[src/rtl/hpdmc_rdcapture_ctl.sv]
// hpdmc_rdcapture_ctl
// -------------------
// Read-capture sequencer for the 16-bit DDR SDRAM PHY.
//
// For every READ command it opens a two-cycle capture window on the input
// DDR registers (via iddr_ce), L cycles after the command. It then glues the
// two captured beats together into one 4*DQ_W burst word for the HPDMC read
// datapath.
//
// Ports:
//   sys_clk      system clock (C0 of the capture registers)
//   sys_rst_n    asynchronous active-low reset, synchronous release
//   cl           programmed read latency, sampled on each read_issue
//   read_issue   one-cycle pulse: READ driven on the DDR bus this cycle
//   iddr_ce      registered clock enable for all capture registers
//   q0, q1       capture-register rising / falling edge outputs
//   rd_data      assembled burst {beat0.q0, beat0.q1, beat1.q0, beat1.q1}
//   rd_valid     one-cycle strobe: rd_data holds a complete burst
//   read_pending a read is scheduled or still being assembled
//   overrun      sticky: a read_issue collided with an occupied slot
//   err_clr      synchronous clear of overrun
//
// Schedule encoding: slot_q[j] means "iddr_ce is high j cycles from now",
// so slot_q[0] is the current iddr_ce. first_q marks the first slot of each
// read so the assembly side knows which beat it is looking at. Because the
// latency is encoded by slot position, every read in flight keeps its own
// latency even if cl changes afterwards.

module hpdmc_rdcapture_ctl #(
    parameter int DQ_W   = 16,
    parameter int CL_MIN = 2,
    parameter int CL_MAX = 7
) (
    input  logic              sys_clk,
    input  logic              sys_rst_n,
    input  logic [2:0]        cl,
    input  logic              read_issue,
    output logic              iddr_ce,
    input  logic [DQ_W-1:0]   q0,
    input  logic [DQ_W-1:0]   q1,
    output logic [4*DQ_W-1:0] rd_data,
    output logic              rd_valid,
    output logic              read_pending,
    output logic              overrun,
    input  logic              err_clr
);

    localparam int DEPTH = CL_MAX + 2;
    localparam int LW    = $clog2(DEPTH + 1);

    logic [DEPTH-1:0]  slot_q;
    logic [DEPTH-1:0]  first_q;
    logic [DEPTH-1:0]  slot_shift;
    logic [DEPTH-1:0]  first_shift;
    logic [DEPTH-1:0]  new_first;
    logic [DEPTH-1:0]  new_mask;
    logic [DEPTH-1:0]  slot_next;
    logic [DEPTH-1:0]  first_next;
    logic [LW-1:0]     lat;
    logic              collide;
    logic              accept;

    logic              cap_valid_q;
    logic              cap_first_q;
    logic [2*DQ_W-1:0] beat0_q;

    // Effective latency and schedule update. The schedule is shifted first
    // and the new read is tested against the post-shift view, so a slot that
    // is leaving this cycle never causes a false collision. In the shifted
    // frame bit j is the cycle T+1+j, hence the first new slot sits at L-1.
    always_comb begin
        if (int'(cl) < CL_MIN) begin
            lat = LW'(CL_MIN);
        end else if (int'(cl) > CL_MAX) begin
            lat = LW'(CL_MAX);
        end else begin
            lat = LW'(cl);
        end

        slot_shift  = slot_q >> 1;
        first_shift = first_q >> 1;
        new_first   = DEPTH'(1) << (lat - LW'(1));
        new_mask    = new_first | (new_first << 1);
        collide     = |(slot_shift & new_mask);
        accept      = read_issue & ~collide;

        slot_next  = slot_shift;
        first_next = first_shift;
        if (accept) begin
            slot_next  = slot_shift | new_mask;
            first_next = first_shift | new_first;
        end
    end

    // Slot shift register plus the sticky overrun flag. A collision in the
    // same cycle as err_clr keeps overrun set.
    always_ff @(posedge sys_clk or negedge sys_rst_n) begin
        if (!sys_rst_n) begin
            slot_q  <= '0;
            first_q <= '0;
            overrun <= 1'b0;
        end else begin
            slot_q  <= slot_next;
            first_q <= first_next;
            if (read_issue && collide) begin
                overrun <= 1'b1;
            end else if (err_clr) begin
                overrun <= 1'b0;
            end
        end
    end

    // Beat pipeline. The capture registers add one cycle, so the beat
    // enabled in cycle c appears on q0/q1 in cycle c+1; cap_valid_q and
    // cap_first_q are the enable and beat index delayed to line up with it.
    always_ff @(posedge sys_clk or negedge sys_rst_n) begin
        if (!sys_rst_n) begin
            cap_valid_q <= 1'b0;
            cap_first_q <= 1'b0;
            beat0_q     <= '0;
            rd_data     <= '0;
            rd_valid    <= 1'b0;
        end else begin
            cap_valid_q <= slot_q[0];
            cap_first_q <= first_q[0];
            rd_valid    <= 1'b0;
            if (cap_valid_q && cap_first_q) begin
                beat0_q <= {q0, q1};
            end
            if (cap_valid_q && !cap_first_q) begin
                rd_data  <= {beat0_q, q0, q1};
                rd_valid <= 1'b1;
            end
        end
    end

    assign iddr_ce      = slot_q[0];
    assign read_pending = (|slot_q) | cap_valid_q | rd_valid;

endmodule
[config.mk]
export PLATFORM = sky130hd
export DESIGN_NAME = hpdmc_rdcapture_ctl
export DESIGN_NICKNAME = d
export VERILOG_FILES = /design/src/rtl/hpdmc_rdcapture_ctl.sv
export SDC_FILE = /design/constraint.sdc
export NUM_CORES = 1
export LEC_CHECK = 0
export CAP_MARGIN = 20
export CELL_PAD_IN_SITES_DETAIL_PLACEMENT = 2
export CELL_PAD_IN_SITES_GLOBAL_PLACEMENT = 2
export CORE_AREA = 5 5 127 129
export CTS_CLUSTER_DIAMETER = 200
export DETAILED_ROUTE_END_ITERATION = 7
export DIE_AREA = 0 0 132 134
export PLACE_DENSITY = 0.82
export SLEW_MARGIN = 10
export SYNTH_ARGS = -nofsm -noshare
export SYNTH_HDL_FRONTEND = slang
export SYNTH_SLANG_ARGS = --single-unit
export TNS_END_PERCENT = 30
[constraint.sdc]
create_clock -name sys_clk -period 1.7 [get_ports sys_clk]
set_input_delay 0.425 -clock sys_clk [delete_from_list [all_inputs] [get_ports sys_clk]]
set_output_delay 0.425 -clock sys_clk [all_outputs]
set_load 0.03 [all_outputs]
=== Word-level counts from Yosys, hierarchy flattened ===
Cells that the tools add are included.

* Input port bits: 39
* Register bits after elaboration: 118
* Output and inout bits: 68
* Logic and storage cells: 32

* $lt $le $gt $ge: 1
* Mux-type cells: 6
* Shift operators: 1
* Reductions and logical operators: 7
* Add/sub/neg operators: 1
* Bitwise logic cells: 8

{| class="wikitable"
|+ Operator list
! kind !! count
|-
| $mux 9 || 2
|-
| $or 8x9->9 || 2
|-
| $reduce_or 9->1 || 2
|-
| $and 8x9->9 || 1
|-
| $or 9x9->9 || 1
|-
| $shl 1x4->9 const A || 1
|-
| $sub 3x1->4 const B || 1
|-
| $logic_and 1x1->1 || 3
|-
| $lt 3x2->1 const B || 1
|-
| $mux 1 || 3
|-
| $mux 3 || 1
|-
| $or 1x1->1 || 2
|-
| $reduce_bool 2->1 || 1
|-
| $and 1x1->1 || 1
|-
| $logic_not 1->1 || 1
|-
| $not 1->1 || 1
|}

=== Logic depth before layout (Yosys ltp) ===
* Depth after elaboration: 10
* Depth in mapped cells: 6
* Gate-level depth less buffers: 4

=== Least setup slack after synthesis ===
Ideal clock, no wire load.

* Kind: input to register
* Start point: input port cl[2]
* End point: register first_q[5]
* Arrival: 1.332 ns
* Stages: 5
* Path buffers: 1
* Setup slack: 0.302 ns
* Required time: 1.634 ns
* Path through: buf_2 > and4_1 > a31o_4 > nor3_4 > a41o_1

* Longest elaborated chain between the ends: 10

{| class="wikitable"
|+ RTL lines
! item !! line !! text
|-
| from (decl) || 36 || <nowiki>input logic [2:0] cl,</nowiki>
|-
| $lt 3x2->1 || 72 || <nowiki>if (int'(cl) < CL_MIN) begin</nowiki>
|-
| $mux 3 (*) || 72 ||
|-
| $sub 3x1->4 (*) || 82 || <nowiki>new_first = DEPTH'(1) << (lat - LW'(1));</nowiki>
|-
| $shl 1x4->9 (*) || 82 ||
|-
| $or 9x9->9 || 83 || <nowiki>new_mask = new_first | (new_first << 1);</nowiki>
|-
| $and 8x9->9 || 84 || <nowiki>collide = |(slot_shift & new_mask);</nowiki>
|-
| $reduce_or 9->1 || 84 ||
|-
| $not 1->1 || 85 || <nowiki>accept = read_issue & ~collide;</nowiki>
|-
| $and 1x1->1 || 85 ||
|-
| $mux 9 (*) || 89 || <nowiki>if (accept) begin</nowiki>
|-
| via first_next[5] || 58 || <nowiki>logic [DEPTH-1:0] first_next;</nowiki>
|-
| to (signal assigned) || 104 || <nowiki>first_q <= first_next;</nowiki>
|-
| to (decl) || 52 || <nowiki>logic [DEPTH-1:0] first_q;</nowiki>
|}

The timed path passes the listed nets; every way through them passes the cells marked *.
A chain may end at the register's enable or synchronous reset.

=== Worst setup path in the final report ===
* Start point: register slot_q[2]
* End point: output port read_pending

* Longest elaborated chain between the ends: 3

{| class="wikitable"
|+ RTL lines
! item !! line !! text
|-
| from (decl) || 51 || <nowiki>logic [DEPTH-1:0] slot_q;</nowiki>
|-
| from (signal assigned) || 103 || <nowiki>slot_q <= slot_next;</nowiki>
|-
| $reduce_or 9->1 || 138 || <nowiki>assign read_pending = (|slot_q) | cap_valid_q | rd_valid;</nowiki>
|-
| $or 1x1->1 (2 in a row) || 138 ||
|-
| to (decl) || 43 || <nowiki>output logic read_pending,</nowiki>
|}

No other way between the ends.

==> results.py <==
metrics = {
    "detailed_routing": {
        "drt_first_pass_iters": 4,
        "drcViolationCount": 0,
        "drtIter0Drc": 119,
        "wl_per_cell_um": 17.96,
        "drt_wl_total_um": 13490,
        "via_per_inst": 4.625,
        "ant_nets": 0,
        "num_vias": 3473,
    },
    "floorplan": {
        "core_um2": 14920,
        "rows": 45,
        "start_util": 0.3012,
        "io_pins": 107,
        "die_h_um": 134,
        "die_x_um": 132,
        "dieArea_um2": 17690,
    },
    "timing": {
        "report.final.setup_viol": 1,
        "hold_ws_ns": 0.3484,
        "report.final.slew_viol_count": 0,
        "setup_ws_ns": -0.1556,
        "fmax_mhz": 538.9,
        "hold_viol": 0,
        "timing.final.crit_share": 1.092,
        "tns_ns": -0.1556,
        "skew_ns": 0.008934,
        "fin_crit_ns": 1.856,
        "rsz0062_at_grt": "true",
    },
    "setup_path": {
        "max_stage_delay_ns": 0.40,
        "cp_cell_sequence": "nor4_4 -> nand3_2 -> buf_6",
        "critPathKind": "flop to output pin",
        "required_ns": 1.27,
        "worstPathArrival_ns": 1.43,
        "cp_top_family": "simple AND/OR/NAND/NOR gates",
        "cp-start-kind": "flop",
        "worstPathBufferInverterCount": 1,
        "crit_path_end_kind": "output pin",
        "critPathSlowestCell": "dfrtp_1",
        "critPathMaxFanout": 2,
    },
    "cells_and_area": {
        "nets": 592,
        "drive_gt1_frac": 0.1989,
        "n_antenna_cell": 0,
        "num-fill-cells": 1551,
        "syn_to_final_growth_pct": 44.27,
    },
    "synth": {
        "synth-seq-cells": 118,
        "postSynth.asyncResetShare": 1.000,
        "yosysMostFrequentCell": "nand2_1",
        "yosys-top-cells-area": "dfrtp_1, nand2_1, mux2_2",
        "avgSynthCellArea_um2": 10.78,
        "synthFlopType": "dfrtp_1",
        "synth-edff-count": 0,
        "ys_seq_area_frac": 0.6570,
        "synth_common_cells": "nand2_1, dfrtp_1, mux2_2, clkbuf_1",
        "synth.distinct_cells": 32,
        "syn_inst": 417,
        "yosysWarnings": 0,
        "netlist.top_cell.by_area": "dfrtp_1",
        "netlist_area_um2": 4494,
        "yosysTopAreaCellShare": 0.6570,
    },
    "clock_network": {
        "cts_tree": "done",
        "path_clk_slew_ns": 0.05,
        "numCtsBuffers": 17,
        "root_buffer": "clkbuf_16",
        "htreeDepth": 4,
        "ctsLongestPathBuffers": 2,
        "cts_sinks": 118,
        "clock_latency_ns": 0.41,
    },
    "power": {
        "ir_drop_v": 0.0005992,
        "power.density_nw_per_um2": 1488,
        "leakagePower_nw": 3.275,
    },
    "worst_hold_path": {
        "hold_path_class": "flop to flop",
    },
    "grt": {
        "grt_first_pass_wirelength_um": 22090,
        "grtUsageTotal": 0.1585,
        "grt_pass1_vias": 4033,
        "antenna_found_initial": 0,
        "grt_overflow": 0,
        "grt_max_degree": 50,
    },
    "status": {
        "status": "finished with violations",
        "violations": "setup timing",
    },
    "flow_run": {
        "maxCapViolations": 0,
    },
    "placement": {
        "dpl.hpwl_um": 9689,
        "gp_congestion": 0.7934,
        "pre_cts_slack_ns": -0.4303,
        "port_buffers": 106,
    },
}
==> layer usage <==
metal / global-route usage / up-vias / part of all wire
met4: 0.04800 / 0 / 0.014
met3: 0.04501 / 22 / 0.038
met5: 0 / - / 0
li1: - / 1593 / -
met2: 0.2793 / 75 / 0.53
met1: 0.1878 / 1783 / 0.42
==> kinds of logic (layout without fill, tap and decap cells) <==
kind of cell           Yosys count  count (layout)  share of synthesized area
AND/OR/NAND/NOR                217             217                     0.1946
flip-flops                     118             118                     0.6570
multiplexers                    33              33                    0.08241
buffers and inverters           29             174                    0.02756
AO/OA/AOI/OAI                   19              19                    0.03758
other                            1               2                  0.0008344
==> stage by stage <==
stage	instance area (um^2)	utilization	std cells	power (mW)
5_1_grt	6484	0.4345	751	10.18
6_report	6484	0.4345	751	9.650
3_5_place_dp	5978	0.4007	720	6.817
4_1_cts	6454	0.4325	750	9.836
3_3_place_gp	5978	0.4007	720	6.645
2_1_floorplan	4498	-	418	5.317
==> timing repair <==
| action | CTS | global route |
|---|---|---|
| endpoints found under the hold margin | 8 | 0 |
| pin swaps | 3 | 3 |
| setup endpoints to repair | 69 | 11 |
| setup buffers | 0 | 1 |
| hold buffers | 1 | 0 |
| resized for setup | 79 | 4 |
==> sequential cells by signal (all words and copies together) (netlist names) <==
signal and count:
first_q 9, slot_q 9, rd_valid 1, cap_valid_q 1, beat0_q 32, cap_first_q 1
rd_data 64, overrun 1
==> area by class of cell <==
cell class              count  area [um^2]  area share
multi-input cells         271         1453      0.2240
well taps                 188        235.2     0.03628
clock inverters             3        17.52    0.002702
flip-flops and latches    118         2953      0.4554
inverters                   6        22.52    0.003474
clock buffers              26        519.2     0.08008
repair buffers            139         1284      0.1980
==> power breakdown <==
| group | total [mW] | leakage [nW] | internal, mW | switching (mW) |
|---|---|---|---|---|
| logic | 2.61 | 1.60 | 0.928 | 1.68 |
| registers | 3.81 | 1.41 | 3.44 | 0.368 |
| clock network | 3.23 | 0.264 | 2.06 | 1.17 |
==> cells in the final DEF, fill, tap and decap left out, drive strengths merged, types with 3 or more instances in the layout <==
cell type / n
mux2: 32
a31o: 7
dfrtp: 118
nor2: 5
buf: 34
dlygate4sd2: 65
nor3: 3
clkbuf: 26
a21o: 4
nand2: 197
clkdlybuf4s50: 36
inv: 6
==> worst paths after layout <==
path / start / endpoint / slack, ns / cells past startpoint
min reg2reg: first_q[8] / first_q[7] / 0.35 / 0
min: first_q[8] / first_q[7] / 0.35 / 0
max reg2reg: slot_q[4] / first_q[4] / 0.14 / 5
max in group asynchronous: sys_rst_n / rd_data[34] / 0.79 / 3
max: slot_q[2] / read_pending / -0.16 / 3
min in group asynchronous: sys_rst_n / rd_data[20] / 0.40 / 2
Power figures use the tool's default switching activity.
